[config.mk]
export PLATFORM = sky130hd
export DESIGN_NAME = instr_fetch_unit
export DESIGN_NICKNAME = d
export VERILOG_FILES = /design/src/rtl/rv_fetch_pkg.sv /design/src/rtl/instr_fetch_unit_queue.sv /design/src/rtl/instr_fetch_unit.sv
export SDC_FILE = /design/constraint.sdc
export NUM_CORES = 1
export LEC_CHECK = 0
export ABC_AREA = 1
export BUFFER_PORTS_ARGS = -buffer_cell sky130_fd_sc_hd__buf_2
export CORE_ASPECT_RATIO = 0.7
export CORE_MARGIN = 3
export CORE_UTILIZATION = 50
export CTS_CLUSTER_SIZE = 24
export DETAILED_ROUTE_END_ITERATION = 10
export GPL_TIMING_DRIVEN = 0
export PLACE_DENSITY = 0.82
export SLEW_MARGIN = 40
export SYNTH_ARGS = -nofsm -noshare
export SYNTH_HDL_FRONTEND = slang
export SYNTH_SLANG_ARGS = --single-unit
[constraint.sdc]
create_clock -name clk -period 6.15 [get_ports clk]
set_clock_uncertainty 0.05 [all_clocks]
set_input_delay 0.9225 -clock clk [delete_from_list [all_inputs] [get_ports clk]]
set_output_delay 0.9225 -clock clk [all_outputs]
set_load 0.02 [all_outputs]
[src/rtl/rv_fetch_pkg.sv]
// Shared types and constants for the RV32 instruction fetch front end.
package rv_fetch_pkg;

  localparam int unsigned XLEN = 32;
  localparam logic [XLEN-1:0] RESET_PC_DEFAULT = '0;

  typedef enum logic [1:0] {
    IDLE,
    REQ,
    DROP
  } fetch_state_t;

  typedef struct packed {
    logic [31:0]     instr;
    logic [XLEN-1:0] pc;
  } fetch_entry_t;

endpackage

[src/rtl/instr_fetch_unit_queue.sv]
// fetch_queue: synchronous FIFO of fetch entries with push, pop, flush, count and full/empty.
module fetch_queue
  import rv_fetch_pkg::*;
#(
  parameter int unsigned DEPTH = 2
) (
  input  logic                       clk,
  input  logic                       rst,
  input  logic                       flush,
  input  logic                       push,
  input  fetch_entry_t               push_data,
  input  logic                       pop,
  output fetch_entry_t               head,
  output logic [$clog2(DEPTH):0]     count,
  output logic                       full,
  output logic                       empty
);

  localparam int unsigned AW = $clog2(DEPTH);

  fetch_entry_t     mem [DEPTH];
  logic [AW-1:0]    rd_ptr;
  logic [AW-1:0]    wr_ptr;

  always_ff @(posedge clk) begin
    if (push) begin
      mem[wr_ptr] <= push_data;
    end
  end

  always_ff @(posedge clk) begin
    if (rst || flush) begin
      rd_ptr <= '0;
      wr_ptr <= '0;
      count  <= '0;
    end else begin
      if (push) begin
        wr_ptr <= wr_ptr + 1'b1;
      end
      if (pop) begin
        rd_ptr <= rd_ptr + 1'b1;
      end
      case ({push, pop})
        2'b10:   count <= count + 1'b1;
        2'b01:   count <= count - 1'b1;
        default: count <= count;
      endcase
    end
  end

  assign head  = mem[rd_ptr];
  assign full  = (count == (AW + 1)'(DEPTH));
  assign empty = (count == '0);

endmodule

[src/rtl/instr_fetch_unit.sv]
// RV32 fetch front end: PC, imem req/ack fetch FSM, fetch queue toward decode.
// Optional FETCH_MISALIGN_TRAP_EN: misaligned redirect raises sticky fetch_fault and halts fetch.
module instr_fetch_unit #(
  parameter int unsigned           XLEN        = rv_fetch_pkg::XLEN,
  parameter logic [XLEN-1:0]       RESET_PC    = rv_fetch_pkg::RESET_PC_DEFAULT,
  parameter int unsigned           QUEUE_DEPTH = 2
) (
  input  logic            clk,
  input  logic            rst,
  output logic            imem_req,
  output logic [XLEN-1:0] imem_addr,
  input  logic            imem_ack,
  input  logic [31:0]     imem_rdata,
  input  logic            redirect_valid,
  input  logic [XLEN-1:0] redirect_pc,
  output logic            instr_valid,
  input  logic            instr_ready,
  output logic [31:0]     instr_out,
  output logic [XLEN-1:0] instr_pc,
  output logic            fetch_fault
);

  import rv_fetch_pkg::*;

  localparam int unsigned CW = $clog2(QUEUE_DEPTH) + 1;

  fetch_state_t    state;
  fetch_state_t    state_nx;
  logic [XLEN-1:0] pc;
  logic [XLEN-1:0] drop_addr;
  logic            fault;

  logic            push;
  logic            pop;
  logic            q_full;
  logic            q_empty;
  logic [CW-1:0]   q_count;
  logic [CW-1:0]   cnt_after;
  fetch_entry_t    q_head;
  fetch_entry_t    q_wdata;

  assign push     = (state == REQ) && imem_ack && !redirect_valid;
  assign pop      = instr_valid && instr_ready && !redirect_valid;
  assign q_wdata  = '{instr: imem_rdata, pc: pc};
  // occupancy once this cycle's ack lands and any pop retires
  assign cnt_after = q_count + CW'(1) - CW'(pop);

  fetch_queue #(
    .DEPTH(QUEUE_DEPTH)
  ) u_queue (
    .clk       (clk),
    .rst       (rst),
    .flush     (redirect_valid),
    .push      (push),
    .push_data (q_wdata),
    .pop       (pop),
    .head      (q_head),
    .count     (q_count),
    .full      (q_full),
    .empty     (q_empty)
  );

  always_comb begin
    state_nx = state;
    case (state)
      IDLE: begin
        if (!redirect_valid && !fault && (!q_full || pop)) begin
          state_nx = REQ;
        end
      end
      REQ: begin
        if (redirect_valid) begin
          state_nx = imem_ack ? IDLE : DROP;
        end else if (imem_ack) begin
          state_nx = (cnt_after < CW'(QUEUE_DEPTH)) ? REQ : IDLE;
        end
      end
      DROP: begin
        if (imem_ack) begin
          state_nx = IDLE;
        end
      end
      default: state_nx = IDLE;
    endcase
  end

  // DROP keeps presenting the killed address until its ack retires the request
  always_ff @(posedge clk) begin
    if (rst) begin
      state     <= IDLE;
      pc        <= RESET_PC;
      drop_addr <= RESET_PC;
    end else begin
      state <= state_nx;
      if (redirect_valid) begin
        pc <= redirect_pc & ~XLEN'(3);
      end else if (push) begin
        pc <= pc + XLEN'(4);
      end
      if (redirect_valid && (state == REQ)) begin
        drop_addr <= pc;
      end
    end
  end

`ifdef FETCH_MISALIGN_TRAP_EN
  always_ff @(posedge clk) begin
    if (rst) begin
      fault <= 1'b0;
    end else if (redirect_valid) begin
      fault <= (redirect_pc[1:0] != 2'b00);
    end
  end
`else
  assign fault = 1'b0;
`endif

  assign imem_req    = (state != IDLE);
  assign imem_addr   = (state == DROP) ? drop_addr : pc;
  assign instr_valid = !q_empty;
  assign instr_out   = q_empty ? '0 : q_head.instr;
  assign instr_pc    = q_empty ? '0 : q_head.pc;
  assign fetch_fault = fault;

endmodule

==> out/results.txt, run 1 <==
final max-slew violation count = 0
status = complete, no violations
Resize count post-CTS = 0
Hold Crit Class = flop to flop
most common cell in the netlist = nand2_1
initial DRC count = 1135
number of synthesized flops with an enable pin = 124
Max Clk Rate = 0.293 GHz
CTS tree = done
final RePlAce weighted congestion = 0.944
DR vias/cell = 5.52
power per cell area = 271 nW/um2
fraction of layout cells with a size suffix above 1 = 20.8%
Starting Density = 51.5%
clock buffer depth = 2
min-delay src = drop_addr[3]
Post-DRT Antenna Nets = 0
top post-synthesis cells by area = edfxtp_1 (44%), dfxtp_1 (16%), nand2_1 (7.9%), nor2_1 (7.9%), o21ai_0 (7.1%)
Netlist cell types = 36
Post-CTS Repair Setup Buffers = 0
Syn-to-layout area delta = 21.7%
first-pass GRT wire length = 37.4 mm
vias in the first global route = 6948
global-route usage over all layers = 26.1%
Synth warnings = 0
Post-synth top cells = nand2_1 (180), nor2_1 (179), edfxtp_1 (124)
FF+latch count, synth = 191
largest net degree at the start of global routing = 22
IO Count = 168
Rel. slew slack = 45.8%
final hold violations = 0
Worst Path Required = 5.18 ns
gr ovfl total = 0
setup TNS = 0 ns
TritonCTS Sinks = 191
Cells after Synth = 955
Final min period = 3.41 ns
clock-pin slew on the worst setup and hold paths = 0.07 ns
WHS Path Cells = 2
H-tree depth = 4
worst skew pair latency = 0.44 ns
CP Launch Type = flop
WP data arrival = 2.44 ns
Total Routed Length = 24.5 mm
crit path from = state[1]
Setup violations, final = 0
DRC viols = 0
Chip Width = 162 um
Max FO, Critical Path = 10
Pleak = 0.00412 uW
area leader, netlist = edfxtp_1
number of cell rows = 39
RSZ-0062 raised after global routing = false
Hold Worst Slack = 0.401 ns
CTS Buf Count = 17
Vias = 7634
Reg2Reg Depth = 8
Crit. End Element = output port
final instance area = 10300 um2
IO buf count = 159
average cell area after synthesis = 8.90 um2
antenna violations before repair = 1
max cap viols = 0
share of the synthesized area in the top cell type = 43.8%
Post-Layout Cell Count = 1383
RR Startpoint = state[0]
Cells after DPL = 1350
ys flop type = edfxtp_1
Final period util = 55.5%
Async SR Flop Fraction = 0%
drt pass-1 iters = 6
DIE HEIGHT = 115 um
measured slew at the worst slew-check pin = 0.810 ns
core area = 16500 um2
final net count = 1217
crit path kind = flop to output port
Die ar. = 18600 um2
DP Area = 9740 um2
CTS Hold Bufs = 0
clock root cell = clkbuf_16
WL/cell = 17.7 um
Post-Syn Area = 8500 um2
sequential share of the synthesized area = 59.6%
Peak VDD IR = 0.170 mV
HPWL Detailed = 17.3 mm
per-layer routing:
| metal | vias up | GRT usage (%) | share of wire (%) |
|---|---|---|---|
| li1 | 3582 | - | - |
| met1 | 3492 | 37.5 | 42 |
| met2 | 515 | 39.7 | 43 |
| met3 | 45 | 5.37 | 12 |
| met4 | 0 | 9.72 | 2.5 |
| met5 | - | 0 | 0 |
logic make-up (layout without fill, tap and decap cells):
family,Yosys count,after routing,synth area share [%]
xor+xnor,10,10,1.03
buf+inv,115,313,5.46
compound gates,195,195,11.8
other cells,1,6,0.0441
flops,191,191,59.6
fa+ha+maj,4,4,0.589
simple gates,439,439,21.5
cell type report:
cell class	instances	area, um2
tap	225	282
inverter	63	236
timing repair buffer	166	926
sequential	191	5060
fill	1356	6150
multi-input combinational	653	3000
antenna	1	2.50
buffer	52	228
clock inverter	15	180
clock buffer	17	425
registers in the layout, summed over array words and instances, names as in the netlist, named ones only:
register,flops
u_queue.mem,124
u_queue.rd_ptr,1
u_queue.wr_ptr,1
pc,30
drop_addr,30
u_queue.count,2
state,2
cell usage in the layout (no fill, tap or decap), types with 3 or more instances in the layout:
cell	instances
nand2_1	180
nor2_1	177
buf_2	169
edfxtp_1	124
o21ai_0	121
dfxtp_1	67
inv_1	58
a21oi_1	58
nand3_1	49
clkbuf_1	33
clkbuf_16	17
xor2_1	10
a31oi_1	8
nor2_2	7
nor2_4	7
nand4_1	5
buf_4	5
conb_1	5
clkinv_8	5
buf_8	5
inv_2	4
nand2_2	4
ha_1	4
inv_8	4
buf_1	3
o211ai_1	3
nor3b_1	3
worst max-delay path, stage by stage, from the launching register on:
cell,delay [ns]
dfxtp_1,0.38
inv_1,0.05
nor2_1,0.61
clkbuf_1,0.49
o21ai_0,0.25
buf_2,0.22
power by group:
group / total [uW] / internal (uW) / leakage (uW) / switching, uW
clock network: 1110 / 552 / 0.000289 / 562
logic: 252 / 79.4 / 0.00217 / 173
registers: 1440 / 1400 / 0.00166 / 41.8
total: 2810 / 2030 / 0.00412 / 777
per-stage QoR:
stage	worst slack, ns	total power (uW)	util (%)
floorplan	1.76	1600	-
global placement	0.211	1700	58.2
detailed placement	3.30	1710	59.0
CTS	2.82	2800	62.7
global route	2.61	2880	62.7
finish	2.74	2810	62.7
worst paths after layout:
check	slack (ns)	endpoint
max reg2reg	3.91	u_queue.mem[0][43]
min reg2reg	0.40	drop_addr[3]
min	0.40	drop_addr[3]
max	2.74	imem_addr[2]
Power figures use the tool's default switching activity.
==> run 2, diff against run 1 <==
clock period = 3.5 ns   (was 6.15 ns; I/O delays follow)
==> out/results.txt, run 2 (same netlist as run 1, synthesis figures left out) <==
initial DRC count = 1047 (was 1135)
Largest stage delay, worst path = 0.59 ns (was 0.61 ns)
max reg flops = 124 (unchanged)
max cap viols = 0 (unchanged)
IO Count = 168 (unchanged)
Layout Utilization = 62.9% (was 62.7%)
Post-CTS Repair Setup Buffers = 0 (unchanged)
Worst Path Required = 2.92 ns (was 5.18 ns)
CP Launch Type = flop (unchanged)
metal2 WL = 10.4 mm (was 10.6 mm)
final RePlAce weighted congestion = 0.987 (was 0.944)
max layer used = met4 (unchanged)
Final period util = 85.5%
Crit. End Element = output port (unchanged)
WL/cell = 17.3 um (was 17.7 um)
Rel. slew slack = 47.7% (was 45.8%)
Die ar. = 18600 um2 (unchanged)
IO buf count = 159 (unchanged)
met3 WL post-DR = 2.91 mm (was 3.05 mm)
most common cell after layout, fill and taps aside = nand2_1 (unchanged)
Top reg by flops = u_queue.mem (unchanged)
final max-slew violation count = 0 (unchanged)
DR vias/cell = 5.48 (was 5.52)
Final min period = 2.99 ns
drt pass-1 iters = 6 (unchanged)
clock-pin slew on the worst setup and hold paths = 0.08 ns (was 0.07 ns)
Fillers = 1331 (was 1356)
Max Clk Rate = 0.334 GHz
status = complete, no violations (unchanged)
Max FO, Critical Path = 10 (unchanged)
CP Buf/Inv Count = 3 (unchanged)
Pleak = 0.00414 uW (was 0.00412 uW)
most frequent cells in the layout = nand2_1 (180), nor2_1 (177), buf_2 (169) (unchanged)
HPWL Detailed = 17.2 mm (was 17.3 mm)
final hold violations = 0 (unchanged)
core area = 16500 um2 (unchanged)
DRC viols = 0 (unchanged)
CTS tree = done (unchanged)
Resize count post-CTS = 0 (unchanged)
antenna violations before repair = 1 (unchanged)
Starting Density = 51.5% (unchanged)
Setup violations, final = 0 (unchanged)
worst setup margin = 0.509 ns (was 2.74 ns)
largest net degree at the start of global routing = 21 (was 22)
fraction of layout cells with a size suffix above 1 = 20.7% (was 20.8%)
critical-path cell list = inv_1 -> nor2_1 -> clkbuf_1 -> nand2_1 -> o21ai_0 -> buf_2 (was inv_1 -> nor2_1 -> clkbuf_1 -> o21ai_0 -> buf_2)
global-route usage over all layers = 25.9% (was 26.1%)
worst skew pair latency = 0.44 ns (about the same)
gr ovfl total = 0 (unchanged)
RSZ-0062 raised after global routing = false (unchanged)
CTS Buf Count = 17 (unchanged)
number of cell rows = 39 (unchanged)
DIE HEIGHT = 115 um (unchanged)
Syn-to-layout area delta = 22.0% (was 21.7%)
clock root cell = clkbuf_16 (unchanged)
Peak VDD IR = 0.281 mV (was 0.170 mV)
Chip Width = 162 um (unchanged)
WP data arrival = 2.42 ns (was 2.44 ns)
Total Routed Length = 24.0 mm (was 24.5 mm)
crit path kind = flop to output port (unchanged)
Vias = 7574 (was 7634)
vias in the first global route = 6937 (was 6948)
clock buffer depth = 2 (unchanged)
slowest CP cell = nor2_1 (unchanged)
cell family with most CP delay = buffers and inverters (unchanged)
first-pass GRT wire length = 37.3 mm (was 37.4 mm)
largest registers = u_queue.mem x124, drop_addr x30, pc x30 (unchanged)
total power = 4960 uW (was 2810 uW)
measured slew at the worst slew-check pin = 0.782 ns (was 0.810 ns)
final net count = 1217 (unchanged)
CTS Hold Bufs = 0 (unchanged)
Post-DRT Antenna Nets = 0 (unchanged)
H-tree depth = 4 (unchanged)
TritonCTS Sinks = 191 (unchanged)
setup TNS = 0 ns (unchanged)
routed length on met1 = 10.3 mm (was 10.2 mm)
power per cell area = 478 nW/um2 (was 271 nW/um2)
Hold Crit Class = input port to flop (was flop to flop)
worst slack, placed = 1.02 ns (was 3.30 ns)
-- run 2: changes by cell type in the layout (fill, tap and decap cells not counted), sizes merged --
cell	delta
bufinv	+1
clkbuf	+1
clkinv	-4
clkinvlp	-1
inv	+3
-- run 2: per-stage QoR --
step / cell area [um2] / hold slack, ns / cells
6_report: 10400 / 0.211 / 1383
5_1_grt: 10400 / 0.206 / 1383
4_1_cts: 10400 / 0.204 / 1382
3_5_place_dp: 9760 / 0.392 / 1350
3_3_place_gp: 9600 / 0.385 / 1343
2_1_floorplan: 8520 / 0.376 / 959
-- run 2: routing by layer --
metal	GRT usage, %	vias to the layer above
met5	0	-
met4	7.73	0
met3	6.52	33
met2	38.9	474
met1	37.7	3494
li1	-	3573
-- run 2: layout make-up --
class                   count  area, um2  share of cell area [%]
flip-flops and latches    191       5060                    48.9
multi-input cells         653       3000                    29.0
repair buffers            166        951                    9.17
clock buffers              18        429                    4.14
well taps                 225        282                    2.72
inverters                  63        236                    2.28
plain buffers              52        228                    2.20
clock inverters            14        173                    1.67
diodes                      1       2.50                  0.0241
-- run 2: final timing paths --
path,slack [ns],cells after the start,startpoint,to
min reg2reg,0.40,2,drop_addr[3],drop_addr[3]
max reg2reg,1.21,8,state[0],u_queue.mem[0][19]
max,0.51,6,state[1],imem_addr[27]
min,0.21,1,imem_rdata[6],u_queue.mem[0][38]
-- run 2: where the power goes --
| group | total [uW] | internal (uW) | switching [uW] |
|---|---|---|---|
| Clock | 1980 | 1030 | 952 |
| Sequential | 2530 | 2460 | 72.2 |
| Combinational | 445 | 142 | 303 |
| Total | 4960 | 3630 | 1330 |
